===== config.mk =====
export PLATFORM = sky130hd
export DESIGN_NAME = vu_led_tx
export DESIGN_NICKNAME = d
export VERILOG_FILES = /design/src/rtl/vu_pkg.sv /design/src/rtl/ws2812_bit_tx.sv /design/src/rtl/vu_led_tx.sv
export SDC_FILE = /design/constraint.sdc
export NUM_CORES = 1
export LEC_CHECK = 0
export BUFFER_PORTS_ARGS = -buffer_cell sky130_fd_sc_hd__buf_2
export CAP_MARGIN = 10
export CORE_MARGIN = 1
export CORE_UTILIZATION = 35
export DETAILED_ROUTE_END_ITERATION = 8
export GPL_TIMING_DRIVEN = 0
export MAX_ROUTING_LAYER = met4
export PLACE_DENSITY = 0.61
export SYNTH_ARGS = -nofsm -noshare
export SYNTH_HDL_FRONTEND = slang
export SYNTH_HIERARCHICAL = 1
export SYNTH_SLANG_ARGS = --single-unit

===== constraint.sdc =====
create_clock -name i_clk -period 5.6 [get_ports i_clk]
set_input_delay 0.56 -clock i_clk [delete_from_list [all_inputs] [get_ports i_clk]]
set_output_delay 0.56 -clock i_clk [all_outputs]
set_load 0.02 [all_outputs]

===== src/rtl/vu_pkg.sv =====
// Shared definitions for the VU LED frame transmitter: state encoding,
// pixel width and the default WS2812 timing constants.
package vu_pkg;

    typedef enum logic [2:0] {
        IDLE,
        FETCH,
        WAIT,
        SEND,
        LATCH
    } state_t;

    localparam int PIX_W = 24;

    localparam int DEF_NUM_LEDS    = 20;
    localparam int DEF_ADDR        = 256;
    localparam int DEF_T0H_CYC     = 4;
    localparam int DEF_T1H_CYC     = 8;
    localparam int DEF_BIT_CYC     = 15;
    localparam int DEF_RES_CYC     = 960;
    localparam int DEF_PEAK_FRAMES = 16;

endpackage


===== src/rtl/ws2812_bit_tx.sv =====
// Single-bit WS2812 waveform generator: a strobe starts one BIT_CYC-long
// symbol that is high for T0H_CYC or T1H_CYC cycles and low for the rest.
// o_bit_done marks the last cycle of the symbol, so a strobe in that cycle
// continues into the next bit with no gap.
module ws2812_bit_tx
    import vu_pkg::*;
#(
    parameter int T0H_CYC = DEF_T0H_CYC,
    parameter int T1H_CYC = DEF_T1H_CYC,
    parameter int BIT_CYC = DEF_BIT_CYC
) (
    input  logic i_clk,
    input  logic i_rst,
    input  logic i_strobe,
    input  logic i_bit,
    output logic o_dout,
    output logic o_bit_done
);

    localparam int CW = $clog2(BIT_CYC);

    logic          active;
    logic [CW-1:0] cyc;
    logic [CW-1:0] high_len;

    assign o_bit_done = active && (cyc == CW'(BIT_CYC - 1));

    // Symbol timer and registered line driver; cycle 0 of every symbol is high.
    // NOTE: clocked blocks use non-blocking assignments so every register
    // updates from values sampled before the edge, independent of block order.
    always_ff @(posedge i_clk) begin
        if (i_rst) begin
            active   <= 1'b0;
            cyc      <= '0;
            high_len <= '0;
            o_dout   <= 1'b0;
        end else if (i_strobe) begin
            active   <= 1'b1;
            cyc      <= '0;
            high_len <= i_bit ? CW'(T1H_CYC) : CW'(T0H_CYC);
            o_dout   <= 1'b1;
        end else if (active) begin
            if (o_bit_done) begin
                active <= 1'b0;
                cyc    <= '0;
                o_dout <= 1'b0;
            end else begin
                cyc    <= cyc + CW'(1);
                o_dout <= (cyc + CW'(1)) < high_len;
            end
        end
    end

endmodule


===== src/rtl/vu_led_tx.sv =====
// VU meter LED frame transmitter. Per accepted start it reads one GRB word
// per LED from the colour ROM (prefetching the next word during bit 0 of the
// current LED), blanks LEDs at or above the latched level, serialises the
// frame MSB first through ws2812_bit_tx and closes with a low latch gap.
// Optional build macro VU_PEAK_HOLD_EN adds a decaying peak-hold LED.
module vu_led_tx
    import vu_pkg::*;
#(
    parameter int NUM_LEDS    = DEF_NUM_LEDS,
    parameter int ADDR        = DEF_ADDR,
    parameter int T0H_CYC     = DEF_T0H_CYC,
    parameter int T1H_CYC     = DEF_T1H_CYC,
    parameter int BIT_CYC     = DEF_BIT_CYC,
    parameter int RES_CYC     = DEF_RES_CYC,
    parameter int PEAK_FRAMES = DEF_PEAK_FRAMES
) (
    input  logic                        i_clk,
    input  logic                        i_rst,
    input  logic                        i_start,
    input  logic [$clog2(NUM_LEDS+1)-1:0] i_level,
    output logic [$clog2(ADDR)-1:0]     o_addr,
    output logic                        o_ren,
    input  logic [PIX_W-1:0]            i_data,
    output logic                        o_dout,
    output logic                        o_busy,
    output logic                        o_done
);

    localparam int AW  = $clog2(ADDR);
    localparam int LW  = $clog2(NUM_LEDS + 1);
    localparam int RW  = $clog2(RES_CYC);
    localparam int BW  = $clog2(PIX_W);
    localparam logic [LW-1:0] LAST_LED = LW'(NUM_LEDS - 1);
    localparam logic [BW-1:0] MSB_IDX  = BW'(PIX_W - 1);

    state_t           state, state_next;
    logic [LW-1:0]    level_q;
    logic [LW-1:0]    level_clamped;
    logic [LW-1:0]    pix_idx;
    logic [LW-1:0]    pix_nxt;
    logic [BW-1:0]    bit_idx;
    logic [PIX_W-1:0] cur_word;
    logic [PIX_W-1:0] next_word;
    logic             rd_pend;
    logic [RW-1:0]    lat_cnt;

    logic             ren_next;
    logic [AW-1:0]    addr_next;
    logic             done_next;
    logic             strobe;
    logic             bit_val;
    logic             bit_done;

    logic             peak_first;
    logic             peak_next;
    logic             lit_first;
    logic             lit_next;

    assign level_clamped = (i_level > LW'(NUM_LEDS)) ? LW'(NUM_LEDS) : i_level;
    assign pix_nxt       = pix_idx + LW'(1);
    assign o_busy        = (state != IDLE);

`ifdef VU_PEAK_HOLD_EN
    localparam int FW = $clog2(PEAK_FRAMES + 1);

    logic [LW-1:0] peak_q;
    logic [FW-1:0] frame_cnt;

    assign peak_first = (peak_q == LW'(1));
    assign peak_next  = (peak_q != '0) && (pix_nxt == peak_q - LW'(1));

    // Peak rises to any larger latched level and decays one step every
    // PEAK_FRAMES completed frames, but never below the level just shown.
    always_ff @(posedge i_clk) begin
        if (i_rst) begin
            peak_q    <= '0;
            frame_cnt <= '0;
        end else if (state == IDLE && i_start) begin
            if (level_clamped > peak_q) peak_q <= level_clamped;
        end else if (state == LATCH && done_next) begin
            if (frame_cnt == FW'(PEAK_FRAMES - 1)) begin
                frame_cnt <= '0;
                if (peak_q > level_q) peak_q <= peak_q - LW'(1);
            end else begin
                frame_cnt <= frame_cnt + FW'(1);
            end
        end
    end
`else
    // Only consumed by the peak-hold build.
    localparam int unused_peak_frames = PEAK_FRAMES;

    assign peak_first = 1'b0;
    assign peak_next  = 1'b0;
`endif

    // LED 0 is decided in WAIT; LED k+1 is decided while its word is prefetched.
    assign lit_first = (level_q != '0) || peak_first;
    assign lit_next  = (pix_nxt < level_q) || peak_next;

    ws2812_bit_tx #(
        .T0H_CYC (T0H_CYC),
        .T1H_CYC (T1H_CYC),
        .BIT_CYC (BIT_CYC)
    ) u_bit_tx (
        .i_clk      (i_clk),
        .i_rst      (i_rst),
        .i_strobe   (strobe),
        .i_bit      (bit_val),
        .o_dout     (o_dout),
        .o_bit_done (bit_done)
    );

    // State register.
    always_ff @(posedge i_clk) begin
        if (i_rst) state <= IDLE;
        else       state <= state_next;
    end

    // Next state, ROM request, bit strobes and done pulse.
    // NOTE: every signal is given a default before the case so no path
    // through the block can leave one unassigned and infer a latch.
    always_comb begin
        state_next = state;
        ren_next   = 1'b0;
        addr_next  = o_addr;
        done_next  = 1'b0;
        strobe     = 1'b0;
        bit_val    = 1'b0;
        case (state)
            IDLE: begin
                if (i_start) begin
                    state_next = FETCH;
                    ren_next   = 1'b1;
                    addr_next  = '0;
                end
            end
            FETCH: state_next = WAIT;
            WAIT: begin
                state_next = SEND;
                strobe     = 1'b1;
                bit_val    = lit_first & i_data[PIX_W-1];
            end
            SEND: begin
                if (bit_done) begin
                    if (bit_idx != '0) begin
                        strobe  = 1'b1;
                        bit_val = cur_word[bit_idx - BW'(1)];
                        if (bit_idx == BW'(1) && pix_idx != LAST_LED) begin
                            ren_next  = 1'b1;
                            addr_next = AW'(pix_nxt);
                        end
                    end else if (pix_idx != LAST_LED) begin
                        strobe  = 1'b1;
                        bit_val = next_word[PIX_W-1];
                    end else begin
                        state_next = LATCH;
                    end
                end
            end
            LATCH: begin
                if (lat_cnt == RW'(RES_CYC - 1)) begin
                    state_next = IDLE;
                    done_next  = 1'b1;
                end
            end
            default: state_next = IDLE;
        endcase
    end

    // Registered ROM interface and done pulse.
    always_ff @(posedge i_clk) begin
        if (i_rst) begin
            o_ren  <= 1'b0;
            o_addr <= '0;
            o_done <= 1'b0;
        end else begin
            o_ren  <= ren_next;
            o_addr <= addr_next;
            o_done <= done_next;
        end
    end

    // Frame datapath: level latch, word capture, pixel/bit indices, latch timer.
    always_ff @(posedge i_clk) begin
        if (i_rst) begin
            level_q   <= '0;
            pix_idx   <= '0;
            bit_idx   <= '0;
            cur_word  <= '0;
            next_word <= '0;
            rd_pend   <= 1'b0;
            lat_cnt   <= '0;
        end else begin
            rd_pend <= o_ren;
            case (state)
                IDLE: begin
                    if (i_start) begin
                        level_q <= level_clamped;
                        pix_idx <= '0;
                    end
                end
                WAIT: begin
                    cur_word <= lit_first ? i_data : '0;
                    bit_idx  <= MSB_IDX;
                end
                SEND: begin
                    if (rd_pend) next_word <= lit_next ? i_data : '0;
                    if (bit_done) begin
                        if (bit_idx != '0) begin
                            bit_idx <= bit_idx - BW'(1);
                        end else if (pix_idx != LAST_LED) begin
                            pix_idx  <= pix_nxt;
                            cur_word <= next_word;
                            bit_idx  <= MSB_IDX;
                        end else begin
                            lat_cnt <= '0;
                        end
                    end
                end
                LATCH: lat_cnt <= lat_cnt + RW'(1);
                default: ;
            endcase
        end
    end

endmodule

==> results of run 1 <==
power groups by stage:
stage | clock network, uW | logic [uW] | registers [uW]
6_report | 705 | 534 | 762
5_1_grt | 744 | 595 | 771
4_1_cts | 718 | 536 | 762
3_5_place_dp | 0 | 534 | 775
3_3_place_gp | 0 | 523 | 772
2_1_floorplan | 0 | 401 | 768
final timing paths:
check / end / slack, ns / cells past startpoint
setup / recovery: u_bit_tx/cyc[3]$_SDFFE_PP0P_ / 2.81 / 10
hold / removal: next_word[12]$_SDFFE_PP0P_ / 0.47 / 2
setup reg to reg: u_bit_tx/cyc[3]$_SDFFE_PP0P_ / 2.81 / 10
hold reg to reg: next_word[18]$_SDFFE_PP0P_ / 0.47 / 1
metrics by stage:
step | instances | setup slack, ns | utilization
after detailed placement | 643 | 2.848 | 0.3910
final | 659 | 2.807 | 0.4202
after CTS | 659 | 2.833 | 0.4202
after global placement | 643 | 2.893 | 0.3910
after global routing | 659 | 2.619 | 0.4202
after floorplan | 456 | 3.284 | -
cell usage after synthesis (2+ instances only):
library cell	count	area, sq um
dfxtp_1	92	1842
nor2_1	68	255.2
a22oi_1	31	232.7
a32o_1	25	250.2
a211oi_1	24	180.2
a21oi_1	22	110.1
nand2_1	14	52.55
inv_1	13	48.80
nand3_1	13	65.06
clkbuf_1	12	45.04
ha_1	12	150.1
xnor2_1	12	105.1
mux2i_1	11	110.1
buf_2	10	50.05
nor4_1	8	50.05
buf_4	6	45.04
mux4_2	6	135.1
nor3_1	6	30.03
o21ai_0	5	25.02
and2_1	4	25.02
nand3b_1	4	30.03
nor3b_1	4	30.03
nand2b_1	3	18.77
nor4b_2	3	45.04
o21ai_1	3	15.01
xor2_1	3	26.28
a21boi_0	2	15.01
a21oi_2	2	17.52
a311oi_1	2	17.52
and3_1	2	12.51
buf_1	2	7.510
buf_6	2	22.52
nand4_1	2	12.51
o21a_1	2	15.01
or2_2	2	12.51
or3_1	2	12.51
or4b_1	2	20.02
final cells by class:
cell class | instances | area [sq um]
Timing Repair Buffer | 40 | 200.2
Inverter | 13 | 48.80
Clock inverter | 5 | 107.6
Sequential cell | 92 | 1842
Buffer | 33 | 175.2
Clock buffer | 11 | 242.7
Tap cell | 147 | 183.9
Multi-Input combinational cell | 318 | 2247
Fill cell | 1221 | 6964
sequential cells by signal, indices dropped and copies added, names as in the netlist:
register / flops
bit_idx: 5
cur_word: 24
lat_cnt: 10
level_q: 5
next_word: 24
o_addr: 5
o_done: 1
o_ren: 1
pix_idx: 5
rd_pend: 1
state: 3
u_bit_tx/active: 1
u_bit_tx/cyc: 4
u_bit_tx/high_len: 2
u_bit_tx/o_dout: 1
routing by layer:
layer / part of all wire / global-route usage / wire length (um) / vias up
li1: - / - / - / 1800
met1: 0.47 / 0.2082 / 4691 / 1757
met3: 0.032 / 0.02946 / 323 / 13
met4: 0.016 / 0.05877 / 155 / 0
met2: 0.48 / 0.2835 / 4819 / 69
met5: 0 / - / 0 / -
kinds of logic after synthesis:
group           count (synthesis)  share of synthesized area
mux                            17                    0.05696
buf+inv                        46                    0.05202
flops                          92                     0.4278
simple gates                  145                     0.1770
compound gates                126                     0.2200
xor+xnor                       15                    0.03052
other cells                     1                  0.0008710
fa+ha+maj                      12                    0.03487
==> flow_summary.yaml, run 1 <==
detailed_routing:
  ant_nets: 0
  num_vias: 3639
  dr.pass1.iters: 5
  drt-vias-per-instance: 5.522
  wl_per_cell_um: 15.16
  drt_wl_total_mm: 9.989
  drt_iter0_drc: 278
  drcViolationCount: 0
logic_synthesis:
  ys_seq_elements: 92
  synth_enable_flop_cells: 0
  synthCells: 454
  synthFlopType: "dfxtp_1"
  synth.avg_cell_area_sq_um: 9.483
  ys_async_sr_fraction: 0
  synth_seq_area_share: 0.4278
  synth.distinct_cells: 55
  synth_area_sq_mm: 0.004305
  yosysWarnings: 6
floorplanning:
  dieArea_sq_mm: 0.01275
  die_width_um: 112.9
  initial_core_util: 0.3584
  core-area_sq_mm: 0.01201
  die_h_um: 112.9
  placement_rows: 40
  io_pins: 44
setup_path:
  cp-end-kind: "flop"
  critPathTopFamily: "compound AO/OA/AOI/OAI gates"
  crit_path_start_kind: "flop"
  critPathMaxFanout: 10
  path_buf_inv: 3
  worst_ep_required_time_ns: 5.84
  worstSetupPathType: "reg2reg"
  r2r_start: "bit_idx[0]$_SDFFE_PP0P_"
  max_stage_delay_ns: 0.58
  critPathLaunch: "bit_idx[0]$_SDFFE_PP0P_"
  cp_slowest_cell: "a21oi_1"
  arrival_ns: 3.03
  crit_chain: "buf_2, inv_1, ha_1, or4b_1, o21ai_1, a21oi_1, clkbuf_2, nor2_1, and3_1, a32o_1"
global_routing:
  grt_antenna_before_repair: 0
  grt.total_usage: 0.1701
  grt_max_degree: 16
  grt_pass1_vias: 3470
  overflow: 0
  grt_pass1_wl_mm: 16.84
place:
  dp_hpwl_mm: 7.394
  port_buffers: 40
  place_congestion: 0.7956
  dpl_cell_area_sq_mm: 0.004697
power:
  power.share.sequential: 0.381
  power_density_mw_per_mm2: 396.6
  power.total_uw: 2002
  ir_drop_mv: 0.1808
  p_int_uw: 1382
  p_switching_uw: 620.3
  pwr-share-comb: 0.267
  switching_share: 0.3099
  p_leak_uw: 0.001862
  p_clk_frac: 0.352
clock_network:
  cts_hold_buf: 0
  clock-root-buffer: "clkbuf_16"
  clk_pin_slew_ns: 0.07
  post_cts_buffers: 0
  cts_tree: "yes"
  cts-resized-gates: 0
  htreeDepth: 3
  cts.path.max_buffers: 2
  numClockSinks: 92
  insertion_delay_ns: 0.35
  cts_buffers: 9
timing:
  hold_slack_ns: 0.4651
  clock-skew-final_ns: 0.005355
  tns_ns: 0
  worstMarginPinSlew_ns: 0.6801
  fmax_ghz: 0.3580
  fin_crit_ns: 2.793
  max_slew_margin: 0.5466
  setup_viol: 0
  finalCritPeriodShare: 0.4988
  maxSlewViolCount: 0
  rsz0062_at_grt: "no"
  hold_viol: 0
final_layout:
  diodes: 0
  final_common_cell: "dfxtp_1"
  nets: 551
  drive_gt1_frac: 0.1777
  fin_area_sq_mm: 0.005047
  syn_to_final_growth_pct: 17.23
  layout_common_cells: "dfxtp_1, nor2_1, buf_2"
status:
  status: "complete, no violations"
worst_hold_path:
  hold_class: "in2reg"
  min_from: "i_data[12]"
flow_run:
  max_cap_viol_count: 0
(Power assumes the default switching activity.)
==> inputs of run 2 (changes only) <==
Clock period 5.6 ns to 2.9 ns, I/O delays scaled along.
==> run 2 against run 1 <==
Clock-buffer cell count unchanged. Worst setup slack worse by 2.6 ns. First-iteration DRC count is 7.6% lower. Die area did not move. Via count increased by 0.14%. Clock skew decreased by 0.00083 ns. Combinational power grew 93%. Worst hold slack lost 0.27 ns. Cell area is essentially flat. Critical path type unchanged. Critical path depth fell by 2. Highest routed layer unchanged.
==> flow_summary.yaml, run 2 (same netlist as run 1, synthesis figures left out) <==
timing:
  clock-skew-final_ns: 0.004520
  rsz0062_at_grt: "no"
  layout_setup_ws_ns: 0.1922
  finalCritPeriodShare: 0.9337
  setup_viol: 0
  tns_ns: 0
  fmax_ghz: 0.3693
  fin_crit_ns: 2.708
  worstMarginPinSlew_ns: 0.6706
  maxSlewViolCount: 0
  hold_slack_ns: 0.1943
  hold_viol: 0
  max_slew_margin: 0.5518
setup_path:
  r2r_start: "pix_idx[0]$_SDFFE_PP0P_"
  cp-end-kind: "flop"
  crit_path_start_kind: "flop"
  worstSetupPathType: "reg2reg"
  cp_slowest_cell: "o21ai_1"
  rr_worst_depth: 8
  regToRegSetupSlack_ns: 0.19
  max_stage_delay_ns: 0.46
  critPathMaxFanout: 10
  worst_ep_required_time_ns: 3.19
  arrival_ns: 2.99
  rr_endpoint: "next_word[20]$_SDFFE_PP0P_"
  crit_chain: "ha_1, xor2_1, ha_1, o21a_1, o21a_1, o21ai_1, clkbuf_1, a32o_1"
worst_hold_path:
  min_path_cells: 2
  hold_class: "in2reg"
  holdPathEnd: "next_word[12]$_SDFFE_PP0P_"
  min_from: "i_data[12]"
place:
  port_buffers: 40
  place_congestion: 0.7956
  dpl_cell_area_sq_mm: 0.004697
  post-place-ws_ns: 0.1475
  dp_hpwl_mm: 7.394
final_layout:
  drive_gt1_frac: 0.1797
  layout_common_cells: "dfxtp_1, nor2_1, buf_2"
  diodes: 0
  nets: 551
  fin_util: 0.4205
  syn_to_final_growth_pct: 17.32
  fin_area_sq_mm: 0.005051
  final_common_cell: "dfxtp_1"
  n_fill_cell: 1222
  largest_registers: "cur_word x24, next_word x24, lat_cnt x10"
clock_network:
  insertion_delay_ns: 0.35
  post_cts_buffers: 0
  numClockSinks: 92
  htreeDepth: 3
  cts_tree: "yes"
  clk_pin_slew_ns: 0.06
  clock-root-buffer: "clkbuf_16"
  cts.path.max_buffers: 2
  cts_buffers: 9
floorplanning:
  io_pins: 44
  die_h_um: 112.9
  placement_rows: 40
  die_width_um: 112.9
  initial_core_util: 0.3584
  core-area_sq_mm: 0.01201
  dieArea_sq_mm: 0.01275
detailed_routing:
  drt_wl_total_mm: 10.03
  num_vias: 3644
  drt_iter0_drc: 257
  ant_nets: 0
  drt-vias-per-instance: 5.530
  dr.pass1.iters: 5
  drcViolationCount: 0
  wl_per_cell_um: 15.22
global_routing:
  grt_pass1_wl_mm: 16.84
  grt.total_usage: 0.1701
  grt_max_degree: 16
  overflow: 0
  grt_pass1_vias: 3470
  grt_antenna_before_repair: 0
power:
  power_density_mw_per_mm2: 765.7
  p_leak_uw: 0.001861
  ir_drop_mv: 0.3516
flow_run:
  max_cap_viol_count: 0
status:
  status: "complete, no violations"
-- run 2: cell count changes in the layout (fill, tap and decap cells not counted) --
cell     before  now
a21oi_2       2    3
a21oi_1      22   21
-- run 2: per-stage QoR --
step,std cells,power [uW]
6_report,659,3868
5_1_grt,659,4077
4_1_cts,659,3891
3_5_place_dp,643,2528
3_3_place_gp,643,2502
2_1_floorplan,456,2257
-- run 2: repair_timing --
action,in CTS,in global routing
setup endpoints to repair,0,1
hold buffers,0,0
gates resized for setup,0,1
-- run 2: power by group --
group	switching, uW	internal [uW]
Combinational	629	405
Sequential	78.6	1390
Clock	491	870
-- run 2: final cells by class --
cell class / instances / area [sq um] / share of cell area
plain buffers: 33 / 175.2 / 0.03468
clock buffers: 11 / 242.7 / 0.04806
clock inverters: 5 / 107.6 / 0.02130
inverters: 13 / 48.80 / 0.009661
multi-input cells: 318 / 2251 / 0.4456
flip-flops and latches: 92 / 1842 / 0.3646
well taps: 147 / 183.9 / 0.03641
repair buffers: 40 / 200.2 / 0.03963
-- run 2: critical path: cells and delay by family (launching register included) --
| kind | cells | cell delay [ns] |
|---|---|---|
| fa+ha+maj | 2 | 0.54 |
| compound gates | 4 | 0.98 |
| flops | 1 | 0.41 |
| buf+inv | 1 | 0.45 |
| xor+xnor | 1 | 0.25 |
-- run 2: worst max path at each step --
stage / start / end / slack (ns) / cells past startpoint
CTS: bit_idx[0]$_SDFFE_PP0P_ / u_bit_tx/cyc[3]$_SDFFE_PP0P_ / 0.13 / 10
finish: pix_idx[0]$_SDFFE_PP0P_ / next_word[20]$_SDFFE_PP0P_ / 0.19 / 8
global route: pix_idx[0]$_SDFFE_PP0P_ / next_word[16]$_SDFFE_PP0P_ / 0.03 / 8
global placement: bit_idx[0]$_SDFFE_PP0P_ / u_bit_tx/cyc[3]$_SDFFE_PP0P_ / 0.19 / 10
detailed placement: bit_idx[0]$_SDFFE_PP0P_ / u_bit_tx/cyc[3]$_SDFFE_PP0P_ / 0.15 / 10
floorplan: bit_idx[0]$_SDFFE_PP0P_ / u_bit_tx/cyc[3]$_SDFFE_PP0P_ / 0.58 / 10
-- run 2: metal layers --
| layer | up-vias | GRT usage | routed length [um] |
|---|---|---|---|
| met1 | 1762 | 0.2082 | 4624 |
| li1 | 1794 | - | - |
| met5 | - | - | 0 |
| met4 | 0 | 0.05877 | 154 |
| met3 | 13 | 0.02946 | 373 |
| met2 | 75 | 0.2835 | 4876 |
==> inputs of run 3 (changes only) <==
Settings changed: ABC_AREA set to 1.
==> run 3 against run 2 <==
Global-route usage rose by 2.0 points. Critical path depth rose by 5. Utilization rose by 0.32 points. Sequential share of layout area fell by 2.7 points. Clock power fell by 4%. Clock-buffer cell count fell by 1. Synthesized cell count rose by 52%. Largest power group is now combinational logic. Worst setup slack improved by 0.098 ns. Register-to-register slack improved by 0.098 ns. Combinational power rose by 120%. Sequential power rose by 14%. Clock skew rose by 0.0042 ns.
==> flow_summary.yaml, run 3 <==
status:
  status: "complete, no violations"
logic_synthesis:
  synth_top_area_cell: "dfxtp_1"
  ys_async_sr_fraction: 0
  synth.distinct_cells: 40
  synthFlopType: "dfxtp_1"
  synth_area_leaders: "dfxtp_1, nand2_1, nand3_1"
  synth_area_sq_mm: 0.004702
  synthCells: 692
  synth.avg_cell_area_sq_um: 6.795
  synth_seq_area_share: 0.3917
  synth_enable_flop_cells: 0
  synth_top_cell_area_share: 0.3917
  yosysWarnings: 6
  synth.most_common_cell: "nand2_1"
  synth_commonest_cells: "nand2_1, dfxtp_1, nor2_1, nand3_1, a21oi_1"
  ys_seq_elements: 92
timing:
  maxSlewViolCount: 0
  tns_ns: 0
  rsz0062_at_grt: "no"
  clock-skew-final_ns: 0.008696
  fin_crit_ns: 2.610
  finalCritPeriodShare: 0.8999
  hold_viol: 0
  fmax_ghz: 0.3832
  worstMarginPinSlew_ns: 0.6202
  max_slew_margin: 0.5865
  setup_viol: 0
floorplanning:
  dieArea_sq_mm: 0.01390
  io_pins: 44
  die_width_um: 117.9
  placement_rows: 41
  core-area_sq_mm: 0.01288
  die_h_um: 117.9
  initial_core_util: 0.3652
detailed_routing:
  drcViolationCount: 0
  num_vias: 4461
  ant_nets: 0
  wl_per_cell_um: 13.06
  drt_wl_total_mm: 12.04
  drt-vias-per-instance: 4.838
  dr.pass1.iters: 4
  drt_iter0_drc: 262
setup_path:
  worst_ep_required_time_ns: 3.14
  worstSetupPathType: "reg2reg"
  crit_path_start_kind: "flop"
  critPathMaxFanout: 11
  cp-end-kind: "flop"
  arrival_ns: 2.85
place:
  dp_hpwl_mm: 8.744
  place_congestion: 0.8246
  port_buffers: 40
worst_hold_path:
  hold_class: "in2reg"
clock_network:
  clock-root-buffer: "clkbuf_16"
  insertion_delay_ns: 0.36
  cts.path.max_buffers: 2
  post_cts_buffers: 0
  htreeDepth: 3
  clk_pin_slew_ns: 0.07
  numClockSinks: 92
  cts_buffers: 9
  cts_tree: "yes"
global_routing:
  grt_max_degree: 16
  overflow: 0
  grt_pass1_wl_mm: 20.66
  grt.total_usage: 0.1897
  grt_antenna_before_repair: 0
  grt_pass1_vias: 4336
power:
  switching_share: 0.4240
  pwr-share-comb: 0.436
  power_density_mw_per_mm2: 969.1
  p_clk_frac: 0.246
  power.share.sequential: 0.318
  power.total_uw: 5288
  ir_drop_mv: 0.4944
  p_switching_uw: 2242
  p_leak_uw: 0.002421
  p_int_uw: 3046
final_layout:
  largest_registers: "cur_word x24, next_word x24, lat_cnt x10"
  drive_gt1_frac: 0.1373
  final_common_cell: "nand2_1"
  nets: 789
  fin_util: 0.4238
  syn_to_final_growth_pct: 16.05
  n_fill_cell: 1391
  diodes: 0
  layout_common_cells: "nand2_1, dfxtp_1, nor2_1"
flow_run:
  max_cap_viol_count: 0
==> run 3: changes by cell type after synthesis, sizes merged, moves of 25 or more <==
cell and change:
a21oi +35, inv +41, a32o -25, o21ai +54, a22oi -30, nand3 +67, nand2 +158
==> run 3: layout make-up <==
type / count / area, sq um / share of cell area
Clock inverter: 6 / 87.58 / 0.01605
Tap cell: 172 / 215.2 / 0.03944
Sequential cell: 92 / 1842 / 0.3375
Inverter: 55 / 209.0 / 0.03829
Clock buffer: 10 / 239.0 / 0.04380
Buffer: 34 / 193.9 / 0.03554
Timing Repair Buffer: 40 / 200.2 / 0.03669
Multi-Input combinational cell: 513 / 2470 / 0.4526
==> run 3: cells by family after synthesis <==
group | after synthesis | share of synthesized area
AO/OA/AOI/OAI | 130 | 0.1453
XOR/XNOR | 2 | 0.003726
adder cells (fa/ha/maj) | 12 | 0.03193
buffers and inverters | 89 | 0.08542
flip-flops | 92 | 0.3917
other | 1 | 0.0007975
AND/OR/NAND/NOR | 366 | 0.3411
==> run 3: critical path, stage by stage, from the launching register on <==
cell and delay (ns):
dfxtp_1 0.41, clkinv_1 0.26, clkbuf_1 0.31, ha_1 0.50, inv_1 0.20, nand3_1 0.12, nand3_1 0.07, nand3_1 0.10
nand3_1 0.09, nand2_1 0.07, nand2_1 0.06, nand2_1 0.07, nand2_1 0.07, nor3b_1 0.14
==> run 3: worst paths after layout <==
path                                            end  cells past startpoint                    start  slack [ns]
hold reg to reg                  rd_pend$_SDFF_PP0_                      2         o_ren$_SDFF_PP0_        0.43
setup / recovery  u_bit_tx/high_len[2]$_SDFFE_PP0P_                     13  bit_idx[0]$_SDFFE_PP0P_        0.29
setup reg to reg  u_bit_tx/high_len[2]$_SDFFE_PP0P_                     13  bit_idx[0]$_SDFFE_PP0P_        0.29
hold / removal            next_word[3]$_SDFFE_PP0P_                      3                i_data[3]        0.19
==> run 3: repair_timing <==
action,CTS,global route
resized for setup,1,1
endpoints found under the setup margin,1,20
gates cloned,0,0
hold buffers,0,0
==> run 3: power groups by stage <==
stage	clock, uW	sequential (uW)	combinational (uW)
finish	1300	1680	2300
detailed placement	0	1710	2280
global placement	0	1710	2270
floorplan	0	1680	1710
global route	1370	1720	2650
CTS	1320	1680	2290
==> run 3: routing by layer <==
metal,up-vias,wire (um),track usage
met5,-,0,-
met4,0,144,0.05769
met3,12,591,0.04748
met2,76,5319,0.2952
met1,2006,5985,0.2408
li1,2367,-,-
==> run 3: metrics by stage <==
stage          hold WS, ns  instance area, sq um  setup WS, ns  std cells
6_report            0.1886                  5456        0.2902        922
5_1_grt             0.1918                  5456      0.005631        922
4_1_cts             0.1856                  5453        0.1483        922
3_5_place_dp        0.4116                  5125       0.03382        906
3_3_place_gp        0.4203                  5125       0.04564        906
2_1_floorplan       0.3524                  4710        0.6651        694
